### config.mk
export PLATFORM = sky130hd
export DESIGN_NAME = instruction_prefetch
export DESIGN_NICKNAME = d
export VERILOG_FILES = /design/src/rtl/spu_fetch_pkg.sv /design/src/rtl/fetch_fifo.sv /design/src/rtl/instruction_prefetch.sv
export SDC_FILE = /design/constraint.sdc
export NUM_CORES = 1
export LEC_CHECK = 0
export BUFFER_PORTS_ARGS = -buffer_cell sky130_fd_sc_hd__buf_2
export CORE_ASPECT_RATIO = 0.5
export CORE_MARGIN = 2
export CORE_UTILIZATION = 38
export DETAILED_ROUTE_END_ITERATION = 10
export PLACE_DENSITY_LB_ADDON = 0.2
export REMOVE_ABC_BUFFERS = 1
export SYNTH_ARGS = -nofsm -noshare
export SYNTH_HDL_FRONTEND = slang
export SYNTH_SLANG_ARGS = --single-unit
export TNS_END_PERCENT = 30
### constraint.sdc
create_clock -name clk -period 3.3 [get_ports clk]
set_clock_uncertainty 0.1 [all_clocks]
set_input_delay 0.66 -clock clk [delete_from_list [all_inputs] [get_ports clk]]
set_output_delay 0.66 -clock clk [all_outputs]
set_load 0.01 [all_outputs]
### src/rtl/spu_fetch_pkg.sv
// rtl/spu_fetch_pkg.sv - shared types, widths and PC helpers for the instruction prefetch block
package spu_fetch_pkg;

    localparam int PC_W    = 11;
    localparam int INSTR_W = 32;

    typedef enum logic [1:0] {
        IDLE  = 2'd0,
        FETCH = 2'd1,
        DROP  = 2'd2
    } state_t;

    typedef struct packed {
        logic [INSTR_W-1:0] instr1;
        logic [INSTR_W-1:0] instr2;
        logic [PC_W-1:0]    pc_plus8;
    } pair_t;

    // Next pair address; the PC space is 2 KiB so the add wraps naturally
    function automatic logic [PC_W-1:0] pc_add8(input logic [PC_W-1:0] pc);
        return pc + PC_W'(8);
    endfunction

    // Fetches are pair-aligned, so branch targets drop their low three bits
    function automatic logic [PC_W-1:0] pair_align(input logic [PC_W-1:0] pc);
        return {pc[PC_W-1:3], 3'b000};
    endfunction

endpackage

### src/rtl/fetch_fifo.sv
// rtl/fetch_fifo.sv - instruction-pair FIFO with push, pop and single-cycle flush
module fetch_fifo
    import spu_fetch_pkg::*;
#(
    parameter int DEPTH = 4
) (
    input  logic                     clk,
    input  logic                     reset,
    input  logic                     push,
    input  pair_t                    push_data,
    input  logic                     pop,
    input  logic                     flush,
    output logic [$clog2(DEPTH):0]   count,
    output pair_t                    head
);

    localparam int PTR_W = $clog2(DEPTH);
    localparam int CNT_W = PTR_W + 1;

    pair_t              mem_q [DEPTH];
    logic [PTR_W-1:0]   wr_ptr_q;
    logic [PTR_W-1:0]   rd_ptr_q;
    logic [CNT_W-1:0]   count_q;
    logic               push_ok;
    logic               pop_ok;

    // Guard against overflow/underflow even if the caller misbehaves
    assign push_ok = push && (count_q != CNT_W'(DEPTH));
    assign pop_ok  = pop && (count_q != '0);

    // Storage is only read behind a valid count, so it carries no reset
    always_ff @(posedge clk) begin
        if (push_ok && !flush) begin
            mem_q[wr_ptr_q] <= push_data;
        end
    end

    // Pointers wrap modulo DEPTH; flush empties the queue in one cycle
    always_ff @(posedge clk or posedge reset) begin
        if (reset) begin
            wr_ptr_q <= '0;
            rd_ptr_q <= '0;
            count_q  <= '0;
        end else if (flush) begin
            wr_ptr_q <= '0;
            rd_ptr_q <= '0;
            count_q  <= '0;
        end else begin
            if (push_ok) begin
                wr_ptr_q <= wr_ptr_q + PTR_W'(1);
            end
            if (pop_ok) begin
                rd_ptr_q <= rd_ptr_q + PTR_W'(1);
            end
            case ({push_ok, pop_ok})
                2'b10:   count_q <= count_q + CNT_W'(1);
                2'b01:   count_q <= count_q - CNT_W'(1);
                default: count_q <= count_q;
            endcase
        end
    end

    assign count = count_q;
    assign head  = mem_q[rd_ptr_q];

endmodule

### src/rtl/instruction_prefetch.sv
// rtl/instruction_prefetch.sv - fetch FSM feeding instruction pairs into the prefetch FIFO
module instruction_prefetch
    import spu_fetch_pkg::*;
#(
    parameter int DEPTH = 4
) (
    input  logic                clk,
    input  logic                reset,
    input  logic                redirect,
    input  logic [PC_W-1:0]     redirect_pc,
    input  logic                stall,
    output logic                imem_req,
    output logic [PC_W-1:0]     imem_addr,
    input  logic                imem_ack,
    input  logic [63:0]         imem_data,
    output logic                pair_valid,
    output logic [INSTR_W-1:0]  instr1,
    output logic [INSTR_W-1:0]  instr2,
    output logic [PC_W-1:0]     pc_plus8
);

    localparam int CNT_W = $clog2(DEPTH) + 1;

    state_t             state_q, state_d;
    logic [PC_W-1:0]    fetch_pc_q, fetch_pc_d;
    logic [PC_W-1:0]    req_addr_q, req_addr_d;
    logic               push;
    logic               pop;
    logic               flush;
    logic [CNT_W-1:0]   count;
    logic [CNT_W-1:0]   post_push_count;
    pair_t              head;
    pair_t              push_data;

    assign push_data       = '{instr1: imem_data[63:32], instr2: imem_data[31:0],
                               pc_plus8: pc_add8(req_addr_q)};
    assign pair_valid      = (count != '0);
    assign pop             = pair_valid && !stall && !redirect;
    assign post_push_count = count + CNT_W'(1) - CNT_W'(pop);

    assign imem_req  = (state_q != IDLE);
    assign imem_addr = req_addr_q;
    assign instr1    = pair_valid ? head.instr1   : '0;
    assign instr2    = pair_valid ? head.instr2   : '0;
    assign pc_plus8  = pair_valid ? head.pc_plus8 : '0;

    fetch_fifo #(
        .DEPTH(DEPTH)
    ) u_fifo (
        .clk      (clk),
        .reset    (reset),
        .push     (push),
        .push_data(push_data),
        .pop      (pop),
        .flush    (flush),
        .count    (count),
        .head     (head)
    );

    // Next-state logic: redirect wins over everything, DROP swallows one in-flight ack
    always_comb begin
        state_d    = state_q;
        fetch_pc_d = fetch_pc_q;
        req_addr_d = req_addr_q;
        push       = 1'b0;
        flush      = 1'b0;
        case (state_q)
            IDLE: begin
                if (redirect) begin
                    flush      = 1'b1;
                    fetch_pc_d = pair_align(redirect_pc);
                end else if (count < CNT_W'(DEPTH)) begin
                    state_d    = FETCH;
                    req_addr_d = fetch_pc_q;
                end
            end
            FETCH: begin
                if (redirect) begin
                    flush      = 1'b1;
                    fetch_pc_d = pair_align(redirect_pc);
                    state_d    = imem_ack ? IDLE : DROP;
                end else if (imem_ack) begin
                    push       = 1'b1;
                    fetch_pc_d = pc_add8(fetch_pc_q);
                    req_addr_d = pc_add8(fetch_pc_q);
                    state_d    = (post_push_count < CNT_W'(DEPTH)) ? FETCH : IDLE;
                end
            end
            DROP: begin
                if (redirect) begin
                    flush      = 1'b1;
                    fetch_pc_d = pair_align(redirect_pc);
                end
                if (imem_ack) begin
                    state_d = IDLE;
                end
            end
            default: begin
                state_d = IDLE;
            end
        endcase
    end

    // State, fetch PC and the address held on the memory port
    always_ff @(posedge clk or posedge reset) begin
        if (reset) begin
            state_q    <= IDLE;
            fetch_pc_q <= '0;
            req_addr_q <= '0;
        end else begin
            state_q    <= state_d;
            fetch_pc_q <= fetch_pc_d;
            req_addr_q <= req_addr_d;
        end
    end

endmodule

==> results of run 1 <==
[layout make-up]
type / count / area (um^2) / area share (%)
well taps: 441 / 552 / 3.70
clock buffers: 35 / 748 / 5.02
repair buffers: 178 / 1040 / 6.97
flip-flops and latches: 313 / 9280 / 62.3
multi-input cells: 305 / 3110 / 20.8
clock inverters: 15 / 146 / 0.983
inverters: 7 / 26.3 / 0.176
[flip-flops by register name, indices dropped and copies added (netlist names)]
register         flops
imem_addr            8
fetch_pc_q           8
u_fifo.mem_q       288
state_q              2
u_fifo.count         3
u_fifo.rd_ptr_q      2
u_fifo.wr_ptr_q      2
[metal layers]
layer	GRT usage [%]	up-vias
li1	-	2930
met1	19.7	3356
met2	25.9	96
met3	2.84	36
met4	3.54	0
met5	0	-
[worst min-delay path by stage]
stage | from | to | slack (ps)
2_1_floorplan | fetch_pc_q[10] | fetch_pc_q[10] | 400
3_3_place_gp | fetch_pc_q[10] | fetch_pc_q[10] | 440
3_5_place_dp | fetch_pc_q[10] | fetch_pc_q[10] | 450
4_1_cts | imem_ack | state_q[1] | 150
5_1_grt | imem_ack | state_q[1] | 160
6_report | imem_ack | state_q[1] | 190
[where the power goes]
group          switching [mW]  leakage [nW]  internal [mW]
Combinational            1.62          1.76           1.36
Sequential              0.266          2.90           4.72
Clock                    1.40         0.431           1.83
[repair_timing]
item,CTS,global route
endpoints found under the setup margin,2,60
resized for setup,0,0
setup buffers,1,0
hold buffers,1,0
endpoints found under the hold margin,9,0
cloned,0,0
[cell usage after synthesis, drive strengths merged, types with 7 or more instances]
master	number	share of area, %
a21oi	14	0.55
and2	75	3.7
and3	7	0.35
buf	28	1.7
clkbuf	12	0.37
dfrtp	25	5.0
edfxtp	288	68
ha	9	0.89
inv	7	0.21
mux4	72	13
nand2	26	0.77
nand3	10	0.40
nor2	13	0.45
o21ai	18	0.71
xnor2	12	0.83
[per-stage QoR]
stage	setup TNS [ps]	util (%)
finish	0	45.3
global route	-1460	45.3
CTS	0	45.3
detailed placement	0	42.5
global placement	0	42.5
floorplan	-86560	-
[cells by family after synthesis]
| group | share of synthesized area [%] |
|---|---|
| flip-flops | 73.5 |
| AND/OR/NAND/NOR | 6.78 |
| multiplexers | 13.0 |
| AO/OA/AOI/OAI | 2.41 |
| buffers and inverters | 2.26 |
| XOR/XNOR | 1.18 |
| adder cells (fa/ha/maj) | 0.892 |
| other | 0.0297 |
==> impl_metrics.ini, run 1 <==
[drt]
antenna_left = 0
wl_per_cell_um = 20.0
drt_iter0_drc = 428
drt_pass1_iterations = 4
wl_met2_mm = 13.3
drc_errors = 0
maxUsedRoutingLayer = met4
via_per_inst = 4.96
wl_met1_mm = 11.2
vias = 6418
dr_wl_met3_um = 845
routed_wl_mm = 25.8

[job]
timing.max_cap.violations = 0

[clock_network]
htreeDepth = 1
cts_tree = done
cts.sinks = 313
clock_path_buffers = 3
root_buffer = clkbuf_16
clk_pin_slew_ps = 60
numCtsBuffers = 29
insertion_delay_ps = 550

[sta]
setup_viol = 0
fmax_ghz = 0.314
fin_ws_ps = 115
tightest_slew_ps = 910
finalMaxSlewViolations = 0
finalCritPeriodShare_pct = 96.5
layout_min_cycle_time_ps = 3190
whs_ps = 187
rsz0062_at_grt = true
hold_viol = 0
slew_headroom_pct = 39.3

[yosys]
ys_seq_area_share_pct = 73.5
synth-seq-cells = 313
avgSynthCellArea_um2 = 19.1
synth_edf_count = 288
syn-instance-count = 660
synth.distinct_cells = 50
yosysWarnings = 0
netlist_area_mm2 = 0.0126
synth-main-ff-cell = edfxtp_1
synthArstFlopShare_pct = 7.99

[critical_path]
reg2reg_depth = 7
critPathCapture = instr2[29]
crit_buf_inv = 2
worst_setup_path_start_kind = flip-flop
critical_path_required_ps = 2540
path_depth = 5
cp_max_fo = 77
cp_cell_sequence = inv_1 -> ha_1 -> nand2b_4 -> and2_1 -> buf_2
r2r_end = u_fifo.count[1]
path_class = reg -> out
max_stage_delay_ps = 500
worst_ep_arrival_time_ps = 2430
slowest_stage = nand2b_4
reg2reg_from = u_fifo.count[0]
critPathCaptureType = primary output
critPathLaunch = u_fifo.count[0]
ff2ff_setup_slack_ps = 900
path_delay_family = simple AND/OR/NAND/NOR gates

[final_layout]
nFillCells = 2856
layout-drive-gt1-share_pct = 34.8
final_cells = 1294
n_antenna_cell = 0
final_common_cell = edfxtp_1
final_area_mm2 = 0.0149
area_delta_synth_final_pct = 18.0
layout.nets = 923
mostFrequentLayoutCells = edfxtp_1, buf_2, and2_1

[die]
die_area_mm2 = 0.0348
initial_core_util_pct = 38.4
fp.dieW_um = 262
die_h_um = 133
pin_count = 168
num_rows = 47
fp.coreArea_mm2 = 0.0329

[hold_path]
min_path_cells = 2
min_path_type = in -> reg

[placed_design]
globalplace.congestion = 0.759
place_ws_ps = 594
dp_cells = 1242
place.detailed.hpwl_mm = 15.3
port_buffers = 158
dpl-instance-area_mm2 = 0.0140

[pwr]
power.density_mw_per_mm2 = 751
p_leak_nw = 5.09
peakVddDrop_mv = 0.391
power_mw = 11.2

[grt]
grt_usage_pct = 15.0
grt_overflow = 0
grt_pass1_wl_mm = 39.5
grt_pass1_vias = 6801
grt_start_max_net_pins = 78
antenna_found_initial = 0

[status]
status = finished clean
Note: power is estimated with default switching activity, not from simulation.
==> run 2, diff against run 1 <==
==> constraint.sdc (replaced) <==
create_clock -name clk -period 2.7 [get_ports clk]
set_clock_uncertainty 0.1 [all_clocks]
set_input_delay 0.54 -clock clk [delete_from_list [all_inputs] [get_ports clk]]
set_output_delay 0.54 -clock clk [all_outputs]
set_load 0.01 [all_outputs]
==> run 2 against run 1 <==
Against the previous run:
- the run now ends with negative setup slack left
- critical endpoint is now instr2[28]
- worst setup slack got worse by 200 ps
- via count up 1.0%
- flip-flop and latch count is the same
- sequential power increased by 22%
- first-iteration DRC count fell by 27%
- largest cell class unchanged
- count of clock-buffer cells in the layout did not move
==> impl_metrics.ini, run 2 (synthesis results as in run 1) <==
[status]
status = finished, violations left
violations = negative setup slack

[final_layout]
final_area_mm2 = 0.0158
nFillCells = 2773
n_antenna_cell = 0
layout.nets = 944
regMostFlops = u_fifo.mem_q
largest_reg_flops = 288
mostFrequentLayoutCells = edfxtp_1, buf_2, mux4_2
final_common_cell = edfxtp_1
area_delta_synth_final_pct = 25.0
layout-drive-gt1-share_pct = 41.8

[die]
initial_core_util_pct = 38.4
pin_count = 168
num_rows = 47
die_h_um = 133
die_area_mm2 = 0.0348
fp.coreArea_mm2 = 0.0329
fp.dieW_um = 262

[sta]
hold_viol = 0
layout_min_cycle_time_ps = 2780
fin_tns_setup_ps = -2540
tightest_slew_ps = 769
rsz0062_at_grt = true
finalMaxSlewViolations = 0
fin_ws_ps = -83.7
finalCritPeriodShare_pct = 103
slew_headroom_pct = 48.7
setup_viol = 68
fmax_ghz = 0.359

[pwr]
p_seq_share_pct = 39.7
p_switching_mw = 4.32
power_mw = 15.3
p_leak_nw = 5.48
switching_share_pct = 28.2
p_int_mw = 11.0
clkPwrFrac_pct = 29.0
power.density_mw_per_mm2 = 969
peakVddDrop_mv = 0.485
pwr-share-comb_pct = 31.3

[critical_path]
worst_setup_path_start_kind = flip-flop
max_stage_delay_ps = 490
worst_ep_arrival_time_ps = 2140
critPathCapture = instr2[28]
ff2ff_setup_slack_ps = 570
critPathLaunch = u_fifo.rd_ptr_q[0]
r2r_end = u_fifo.mem_q[3][9]
critPathCaptureType = primary output
path_class = reg -> out
critical_path_required_ps = 2060
reg2reg_from = u_fifo.count[1]
slowest_stage = mux4_2
cp_max_fo = 7
reg2reg_depth = 5
cp_cell_sequence = buf_12 -> clkbuf_16 -> mux4_2 -> and2_4 -> buf_6

[clock_network]
insertion_delay_ps = 550
cts_tree = done
clk_pin_slew_ps = 70
cts.sinks = 313
ctsHoldBuffers = 0
htreeDepth = 1
root_buffer = clkbuf_16
clock_path_buffers = 3
numCtsBuffers = 30

[drt]
drc_errors = 0
vias = 6482
drt_pass1_iterations = 5
routed_wl_mm = 26.3
antenna_left = 0
drt_iter0_drc = 313
via_per_inst = 4.91
wl_per_cell_um = 20.0

[placed_design]
globalplace.congestion = 0.776
place.detailed.hpwl_mm = 16.3
port_buffers = 158
dpl-instance-area_mm2 = 0.0142

[hold_path]
min_path_type = in -> async

[job]
timing.max_cap.violations = 0

[grt]
antenna_found_initial = 0
grt_usage_pct = 15.3
grt_pass1_wl_mm = 40.3
grt_start_max_net_pins = 40
grt_overflow = 0
grt_pass1_vias = 6864
run 2: worst max-delay path: cells and delay by family, from the launching register on:
kind / cells / cell delay, ps
flops: 1 / 450
buf+inv: 3 / 460
simple gates: 1 / 180
mux: 1 / 490
run 2: routing by layer:
layer	part of all wire (%)	wire length, um	up-vias	global-route usage [%]
li1	-	-	2992	-
met1	44	11500	3348	21.0
met2	51	13400	110	25.8
met3	3.7	980	32	2.99
met4	1.6	413	0	2.84
met5	0	0	-	0
run 2: worst min path at each step:
stage                         from             endpoint  slack, ps  cells after the start
finish                       reset       fetch_pc_q[10]         20                      2
global route         imem_data[37]  u_fifo.mem_q[3][48]         50                      1
CTS                          reset       fetch_pc_q[10]         30                      2
detailed placement  fetch_pc_q[10]       fetch_pc_q[10]        430                      1
global placement    fetch_pc_q[10]       fetch_pc_q[10]        440                      1
floorplan           fetch_pc_q[10]       fetch_pc_q[10]        400                      1
run 2: power groups by stage:
| stage | logic, mW | registers (mW) | clock network [mW] |
|---|---|---|---|
| final | 4.79 | 6.07 | 4.43 |
| after global routing | 5.20 | 6.12 | 4.75 |
| after global placement | 3.85 | 6.19 | 0 |
| after CTS | 4.43 | 6.07 | 4.56 |
| after floorplan | 2.15 | 6.27 | 0 |
| after detailed placement | 3.89 | 6.21 | 0 |
run 2: area by class of cell:
class	count	area (um^2)	share of cell area, %
multi-input combinational	306	3220	20.4
timing repair buffer	197	1650	10.4
sequential	313	9280	58.8
clock inverter	20	269	1.70
tap	441	552	3.50
inverter	7	26.3	0.167
clock buffer	35	779	4.94
run 2: stage by stage:
step / cells / hold slack, ps / utilization [%] / worst slack, ps
after floorplan: 625 / 398 / - / -1680
after global placement: 1250 / 435 / 43.1 / 288
after detailed placement: 1250 / 432 / 43.1 / 279
after CTS: 1316 / 25.7 / 47.2 / -132
after global routing: 1319 / 50.6 / 48.0 / -165
final: 1319 / 17.9 / 48.0 / -83.7
run 2: repair_timing:
item	CTS	global route
endpoints found under the hold margin	0	0
setup buffers	8	0
cloned	3	3
pin swaps	10	25
resized for setup	37	50
endpoints found under the setup margin	72	72
